==> src/rtl/mem_port_arbiter.sv <==
// Two-requester memory port arbiter: data accesses win over instruction fetches.
// Optional wait-limit abort enabled by defining MEM_ARB_TIMEOUT_EN.
module mem_port_arbiter #(
    parameter int unsigned WORD_SIZE      = 16,
    parameter int unsigned TIMEOUT_CYCLES = 255
) (
    input  logic                 clk,
    input  logic                 reset_n,
    input  logic                 i_req,
    input  logic [WORD_SIZE-1:0] i_addr,
    output logic                 i_ack,
    input  logic                 d_req,
    input  logic                 d_we,
    input  logic [WORD_SIZE-1:0] d_addr,
    input  logic [WORD_SIZE-1:0] d_wdata,
    output logic                 d_ack,
    output logic [WORD_SIZE-1:0] rdata,
    output logic                 readM,
    output logic                 writeM,
    output logic [WORD_SIZE-1:0] address,
    output logic [WORD_SIZE-1:0] mem_wdata,
    input  logic [WORD_SIZE-1:0] mem_rdata,
    input  logic                 inputReady,
    output logic                 busy,
    output logic [WORD_SIZE-1:0] fetch_count,
    output logic                 timeout_err
);

    typedef enum logic [1:0] {StIdle, StBusyI, StBusyD} state_e;

    state_e               state_q, state_d;
    logic [WORD_SIZE-1:0] address_q, address_d;
    logic [WORD_SIZE-1:0] mem_wdata_q, mem_wdata_d;
    logic [WORD_SIZE-1:0] rdata_q, rdata_d;
    logic [WORD_SIZE-1:0] fetch_count_q, fetch_count_d;
    logic                 readm_q, readm_d;
    logic                 writem_q, writem_d;
    logic                 i_ack_q, i_ack_d;
    logic                 d_ack_q, d_ack_d;
    logic                 finish;

`ifdef MEM_ARB_TIMEOUT_EN
    localparam logic [7:0] TimeoutLast = 8'(TIMEOUT_CYCLES - 1);

    logic [7:0] wait_cnt_q, wait_cnt_d;
    logic       timeout_err_q, timeout_err_d;
`endif

    always_comb begin
        state_d       = state_q;
        address_d     = address_q;
        mem_wdata_d   = mem_wdata_q;
        rdata_d       = rdata_q;
        fetch_count_d = fetch_count_q;
        readm_d       = readm_q;
        writem_d      = writem_q;
        i_ack_d       = 1'b0;
        d_ack_d       = 1'b0;
        finish        = 1'b0;
`ifdef MEM_ARB_TIMEOUT_EN
        wait_cnt_d    = wait_cnt_q;
        timeout_err_d = timeout_err_q;
`endif
        unique case (state_q)
            StIdle: begin
                // The ack cycle never grants, so a still-held request is not served twice.
                if (!(i_ack_q || d_ack_q)) begin
                    if (d_req) begin
                        state_d     = StBusyD;
                        address_d   = d_addr;
                        mem_wdata_d = d_wdata;
                        readm_d     = !d_we;
                        writem_d    = d_we;
`ifdef MEM_ARB_TIMEOUT_EN
                        wait_cnt_d  = 8'd0;
`endif
                    end else if (i_req) begin
                        state_d     = StBusyI;
                        address_d   = i_addr;
                        mem_wdata_d = d_wdata;
                        readm_d     = 1'b1;
                        writem_d    = 1'b0;
`ifdef MEM_ARB_TIMEOUT_EN
                        wait_cnt_d  = 8'd0;
`endif
                    end
                end
            end
            StBusyI, StBusyD: begin
                if (inputReady) begin
                    finish = 1'b1;
                    if (readm_q) begin
                        rdata_d = mem_rdata;
                    end
`ifdef MEM_ARB_TIMEOUT_EN
                end else if (wait_cnt_q == TimeoutLast) begin
                    finish        = 1'b1;
                    timeout_err_d = 1'b1;
                end else begin
                    wait_cnt_d = wait_cnt_q + 8'd1;
`endif
                end
                if (finish) begin
                    state_d  = StIdle;
                    readm_d  = 1'b0;
                    writem_d = 1'b0;
                    if (state_q == StBusyI) begin
                        i_ack_d       = 1'b1;
                        fetch_count_d = fetch_count_q + WORD_SIZE'(1);
                    end else begin
                        d_ack_d = 1'b1;
                    end
                end
            end
            default: state_d = StIdle;
        endcase
    end

    always_ff @(posedge clk or negedge reset_n) begin
        if (!reset_n) begin
            state_q       <= StIdle;
            address_q     <= '0;
            mem_wdata_q   <= '0;
            rdata_q       <= '0;
            fetch_count_q <= '0;
            readm_q       <= 1'b0;
            writem_q      <= 1'b0;
            i_ack_q       <= 1'b0;
            d_ack_q       <= 1'b0;
        end else begin
            state_q       <= state_d;
            address_q     <= address_d;
            mem_wdata_q   <= mem_wdata_d;
            rdata_q       <= rdata_d;
            fetch_count_q <= fetch_count_d;
            readm_q       <= readm_d;
            writem_q      <= writem_d;
            i_ack_q       <= i_ack_d;
            d_ack_q       <= d_ack_d;
        end
    end

`ifdef MEM_ARB_TIMEOUT_EN
    always_ff @(posedge clk or negedge reset_n) begin
        if (!reset_n) begin
            wait_cnt_q    <= 8'd0;
            timeout_err_q <= 1'b0;
        end else begin
            wait_cnt_q    <= wait_cnt_d;
            timeout_err_q <= timeout_err_d;
        end
    end

    assign timeout_err = timeout_err_q;
`else
    assign timeout_err = 1'b0;
`endif

    assign i_ack       = i_ack_q;
    assign d_ack       = d_ack_q;
    assign rdata       = rdata_q;
    assign readM       = readm_q;
    assign writeM      = writem_q;
    assign address     = address_q;
    assign mem_wdata   = mem_wdata_q;
    assign busy        = (state_q != StIdle);
    assign fetch_count = fetch_count_q;

endmodule

==> config.mk <==
export PLATFORM = sky130hd
export DESIGN_NAME = mem_port_arbiter
export DESIGN_NICKNAME = d
export VERILOG_FILES = /design/src/rtl/mem_port_arbiter.sv
export SDC_FILE = /design/constraint.sdc
export NUM_CORES = 1
export LEC_CHECK = 0
export CELL_PAD_IN_SITES_DETAIL_PLACEMENT = 0
export CELL_PAD_IN_SITES_GLOBAL_PLACEMENT = 1
export CORE_ASPECT_RATIO = 1.5
export CORE_MARGIN = 2
export CORE_UTILIZATION = 35
export CTS_CLUSTER_SIZE = 40
export DETAILED_ROUTE_END_ITERATION = 6
export HOLD_SLACK_MARGIN = 0.02
export PLACE_DENSITY_LB_ADDON = 0.1
export SLEW_MARGIN = 20
export SYNTH_ARGS = -nofsm -noshare
export SYNTH_HDL_FRONTEND = slang
export SYNTH_SLANG_ARGS = --single-unit
==> constraint.sdc <==
create_clock -name clk -period 2.74 [get_ports clk]
set_input_delay 0.548 -clock clk [delete_from_list [all_inputs] [get_ports clk]]
set_output_delay 0.548 -clock clk [all_outputs]
set_load 0.03 [all_outputs]
**Word-level counts from Yosys, hierarchy flattened**

Index checks and enable logic that the tools add are counted.

- Flip-flop bits (word level): 70
- Bits of input ports: 70
- Output and inout port bits: 70
- Word-level logic and storage cells: 54

- $add $sub $neg: 1
- Equal/unequal tests: 5
- Mux-type cells: 26
- Bitwise logic cells: 1
- Reduce and logical (&&, ||, !) cells: 12

Operators by type and width:

| operator | number |
|---|---|
| $mux W16 | 4 |
| $add A16 B1 Y16 const B | 1 |
| $mux W1 | 15 |
| $reduce_and A3 Y1 | 4 |
| $mux W2 | 4 |
| $reduce_bool A2 Y1 | 3 |
| $ne A2 B2 Y1 const B | 2 |
| $pmux W1 S2 | 2 |
| $pmux W2 S2 | 1 |
| $reduce_and A4 Y1 | 1 |
| $ne A3 B3 Y1 const B | 1 |
| $eq A2 B1 Y1 const B | 1 |
| $eq A2 B2 Y1 const B | 1 |
| $logic_not A2 Y1 | 1 |
| $reduce_or A2 Y1 | 1 |
| $logic_not A1 Y1 | 1 |
| $logic_or A1 B1 Y1 | 1 |
| $not A1 Y1 | 1 |

**Longest topological paths before layout**

Gate-level depths: netlist of the first run.

- Depth in word-level cells: 5
- Depth in mapped cells: 6
- Mapped depth without buffers: 6

**Least setup slack after synthesis of the first run**

No wires, ideal clock.

- Path kind: register to register
- Start point: register state_q[0]
- End point: register rdata_q[0] (netlist: rdata[0])
- Library setup time: 125 ps
- Arrival time: 1530 ps
- Required time: 2615 ps
- Path slack: 1085 ps
- Stages on the path, launching flop included: 6
- Path buffers: 1
- Period minus slack after synthesis: 1655 ps
- Path through: dfrtp_1 > inv_1 > ha_1 > nand3_1 > buf_2 > mux2_2

- Longest elaborated chain between the ends: 3
- Elaborated cells on any way between the ends: 4
- Those cells by class: eq/ne (2); reduce/logical (2)

RTL lines:

| item | line | source |
|---|---|---|
| from (decl) | 31 | `state_e state_q, state_d;` |
| from (signal assigned) | 121 | `state_q <= StIdle;` |
| from (signal assigned) | 131 | `state_q <= state_d;` |
| $eq A2 B1 Y1 or $eq A2 B2 Y1 (tied branches) | 64 | `unique case (state_q)` |
| $reduce_or A2 Y1 * | 64 |  |
| $reduce_and A3 Y1 (no line) * | n/a |  |
| to (signal assigned) | 134 | `rdata_q <= rdata_d;` |
| to (decl) | 34 | `logic [WORD_SIZE-1:0] rdata_q, rdata_d;` |

Mark *: on every way between the ends. The rest lies on a longest branch, timed or not.
A chain may end at the register's enable or synchronous reset.

**Final worst setup path of the first run**

- Start point: register state_q[0]
- End point: output busy

- Longest elaborated chain between the ends: 1

RTL lines:

| item | line | source |
|---|---|---|
| $reduce_bool A2 Y1 | 166 | `assign busy = (state_q != StIdle);` |
| to (decl) | 24 | `output logic busy,` |

Every way passes these cells.

==> run metrics, run 1 <==
number of CTS-inserted buffers=9; TritonCTS sink count=70; net switching component of the power=2.17 mW; slowest stage delay, CP=0.70 ns; number of max-cap violations=0; share of layout cells above drive strength 1=0.245; kind of end point of the critical path=primary output; sequential cell area fraction in the yosys report=0.560; worst-path cell chain=inv_1 > ha_1 > inv_1 > clkdlybuf4s50_1; DR WL/cell=15.5 um; worst hold path type=primary input to asynchronous set/reset pin; Core ar.=8780 um2; number of placement rows=42; ANT nets after route=0; clock tree buffer depth=2; net switching fraction of the power=0.366; worst setup path class=register to primary output; Total Routing Usage GR=0.162; fmax=414 MHz; pwr/cell area=1190 nW/um2; leakage power=2.18 nW; Detailed Place HPWL=5.69 mm; Clk network pwr share=0.196; commonest cells after routing, fill and taps aside=137 x sky130_fd_sc_hd__clkdlybuf4s50_1, 70 x sky130_fd_sc_hd__dfrtp_1, 33 x sky130_fd_sc_hd__mux2_2; arrival time of data at the critical path endpoint=1.87 ns; via count of the first global-routing pass=2352; CP max-delay cell=sky130_fd_sc_hd__clkdlybuf4s50_1; die area=9720 um2; combinational share of power=0.513; first-pass GRT wire length=11.7 mm; flip-flop cell with the highest count after synthesis=sky130_fd_sc_hd__dfrtp_1; cell family with most CP delay=buffers and inverters; number of vias per cell after detailed routing=4.67; total count of max-transition violations in the final report=0; final worst clock skew=0.00381 ns; syn_area_per_cell=14.6 um2; buffers inserted during post-CTS setup optimization=0; clock slew at reported path FFs=0.05 ns; crit start category=register; vias=2230; Die X-Extent=81.2 um; RSZ-0062 raised after global routing=false; Final Wtd Congestion=0.761; Buffers & Inverters on Critical Path=3; synthesis warning total=0; die height=120 um; overflow left after global routing=0; initial standard-cell utilization of the core=0.356; endpoints failing hold=0; aggregate negative setup slack=0 ns; DRC violations left=0; Internal Dissipation=3.75 mW; unique cell type count in the Yosys netlist=32; peak supply drop=509 uV; insertion delay to the later sink of the worst-skew pair=0.33 ns; shortest period the worst path allows=2.42 ns; number of DRC markers in iteration 0=77; Seq cells post-synth=70; TritonCTS clock tree=yes; CP Data Required Time=2.19 ns; cell with the most instances on the worst path=sky130_fd_sc_hd__inv_1; result of the run=finished, final reports clean; root buffer cell=sky130_fd_sc_hd__clkbuf_16; sequential fraction of design power=0.292; synthesized net count=287; final critical-path share of the clock period=0.881; number of synthesized flops with an enable pin=0; synthesized area=3130 um2; post-layout net count=436; most common library cell in the layout ignoring fill and taps=sky130_fd_sc_hd__clkdlybuf4s50_1; crit path max fanout=5; Post-CTS Hold Fix Bufs=0; IO Port Bufs=138; Pre-antenna DRT Iters=4; Antenna Cells=0; post-CTS resize count=0; Post-Route WL=7.42 mm; number of setup violations in the final report=0; largest net degree at the start of global routing=24; area growth from synthesis to layout=58.8%; share of synthesized flip-flops with an asynchronous set or reset=1.00; number of cells produced by synthesis=214; post-route cell area=4970 um2; number of placed I/O pins=140; number of antenna violations at the first check in global routing=0; FF-to-FF setup slack=1.04 ns; placement-stage cell area=4670 um2; H-tree lvl count=3
==> state kept, by name (all words and copies together) (netlist names) <==
register	cells
address	16
fetch_count	16
mem_wdata	16
rdata	16
state_q	2
d_ack	1
i_ack	1
readM	1
writeM	1
==> layout make-up <==
class,instances,area (um2)
fillers,743,3810
flip-flops and latches,70,1750
repair buffers,145,1450
multi-input cells,133,1310
clock buffers,13,260
well taps,110,138
clock inverters,3,42.5
inverters,4,15.0
==> cell usage after synthesis, types with 2 or more instances <==
| cell type | n | share of area |
|---|---|---|
| sky130_fd_sc_hd__ha_1 | 3 | 0.012 |
| sky130_fd_sc_hd__nand3_1 | 5 | 0.0080 |
| sky130_fd_sc_hd__inv_1 | 4 | 0.0048 |
| sky130_fd_sc_hd__nor2_1 | 9 | 0.011 |
| sky130_fd_sc_hd__mux2_2 | 33 | 0.12 |
| sky130_fd_sc_hd__nand2_1 | 12 | 0.014 |
| sky130_fd_sc_hd__mux2i_1 | 2 | 0.0064 |
| sky130_fd_sc_hd__mux2_4 | 29 | 0.14 |
| sky130_fd_sc_hd__xor2_1 | 5 | 0.014 |
| sky130_fd_sc_hd__dfrtp_1 | 70 | 0.56 |
| sky130_fd_sc_hd__o21ai_1 | 3 | 0.0048 |
| sky130_fd_sc_hd__xnor2_1 | 10 | 0.028 |
| sky130_fd_sc_hd__nand4_1 | 5 | 0.010 |
| sky130_fd_sc_hd__buf_6 | 3 | 0.011 |
| sky130_fd_sc_hd__buf_1 | 2 | 0.0024 |
| sky130_fd_sc_hd__mux2_1 | 3 | 0.011 |
==> routing by layer <==
layer | track usage | wire length, um | share of wire
met2 | 0.265 | 3790 | 0.51
met1 | 0.184 | 2860 | 0.39
met3 | 0.0504 | 540 | 0.073
met4 | 0.0869 | 221 | 0.030
met5 | 0 | 0 | 0
==> power by group through the flow <==
stage	sequential [mW]	combinational [mW]	clock, mW
detailed placement	1.75	3.07	0
floorplan	2.54	1.08	0
global placement	1.73	3.04	0
finish	1.73	3.03	1.16
global route	1.78	3.19	1.24
CTS	1.73	3.08	1.19
==> logic make-up after synthesis <==
logic type	synth area share
flops	0.560
mux	0.275
simple gates	0.0676
xor+xnor	0.0420
buf+inv	0.0220
compound gates	0.0200
fa+ha+maj	0.0120
other cells	0.00120
==> path summary, 6_finish.rpt <==
| path | start | end | cells after the start |
|---|---|---|---|
| worst max-delay path | state_q[0] | busy | 4 |
| worst min-delay path | reset_n | address[9] | 1 |
| worst max register to register | state_q[1] | fetch_count[8] | 6 |
| worst min register to register | fetch_count[15] | fetch_count[15] | 1 |
| max in group asynchronous | reset_n | mem_wdata[4] | 2 |
| min in group clk | fetch_count[15] | fetch_count[15] | 1 |
==> per-stage QoR <==
| step | hold WS, ns | utilization | power (mW) | setup WS (ns) | cells |
|---|---|---|---|---|---|
| after floorplan | 0.252 | - | 3.63 | 1.09 | 214 |
| after global placement | 0.461 | 0.532 | 4.78 | 0.422 | 462 |
| after detailed placement | 0.473 | 0.532 | 4.81 | 0.382 | 462 |
| after CTS | 0.165 | 0.566 | 6.00 | 0.302 | 478 |
| after global routing | 0.190 | 0.566 | 6.21 | 0.248 | 478 |
| final | 0.168 | 0.566 | 5.91 | 0.325 | 478 |
(Power assumes the default switching activity.)
==> run 2: changes to the inputs <==
- HOLD_SLACK_MARGIN: 0.02 -> 0.12
==> results of run 2 <==
Same layout as run 1: the final DEF is identical, and so are final timing and power.
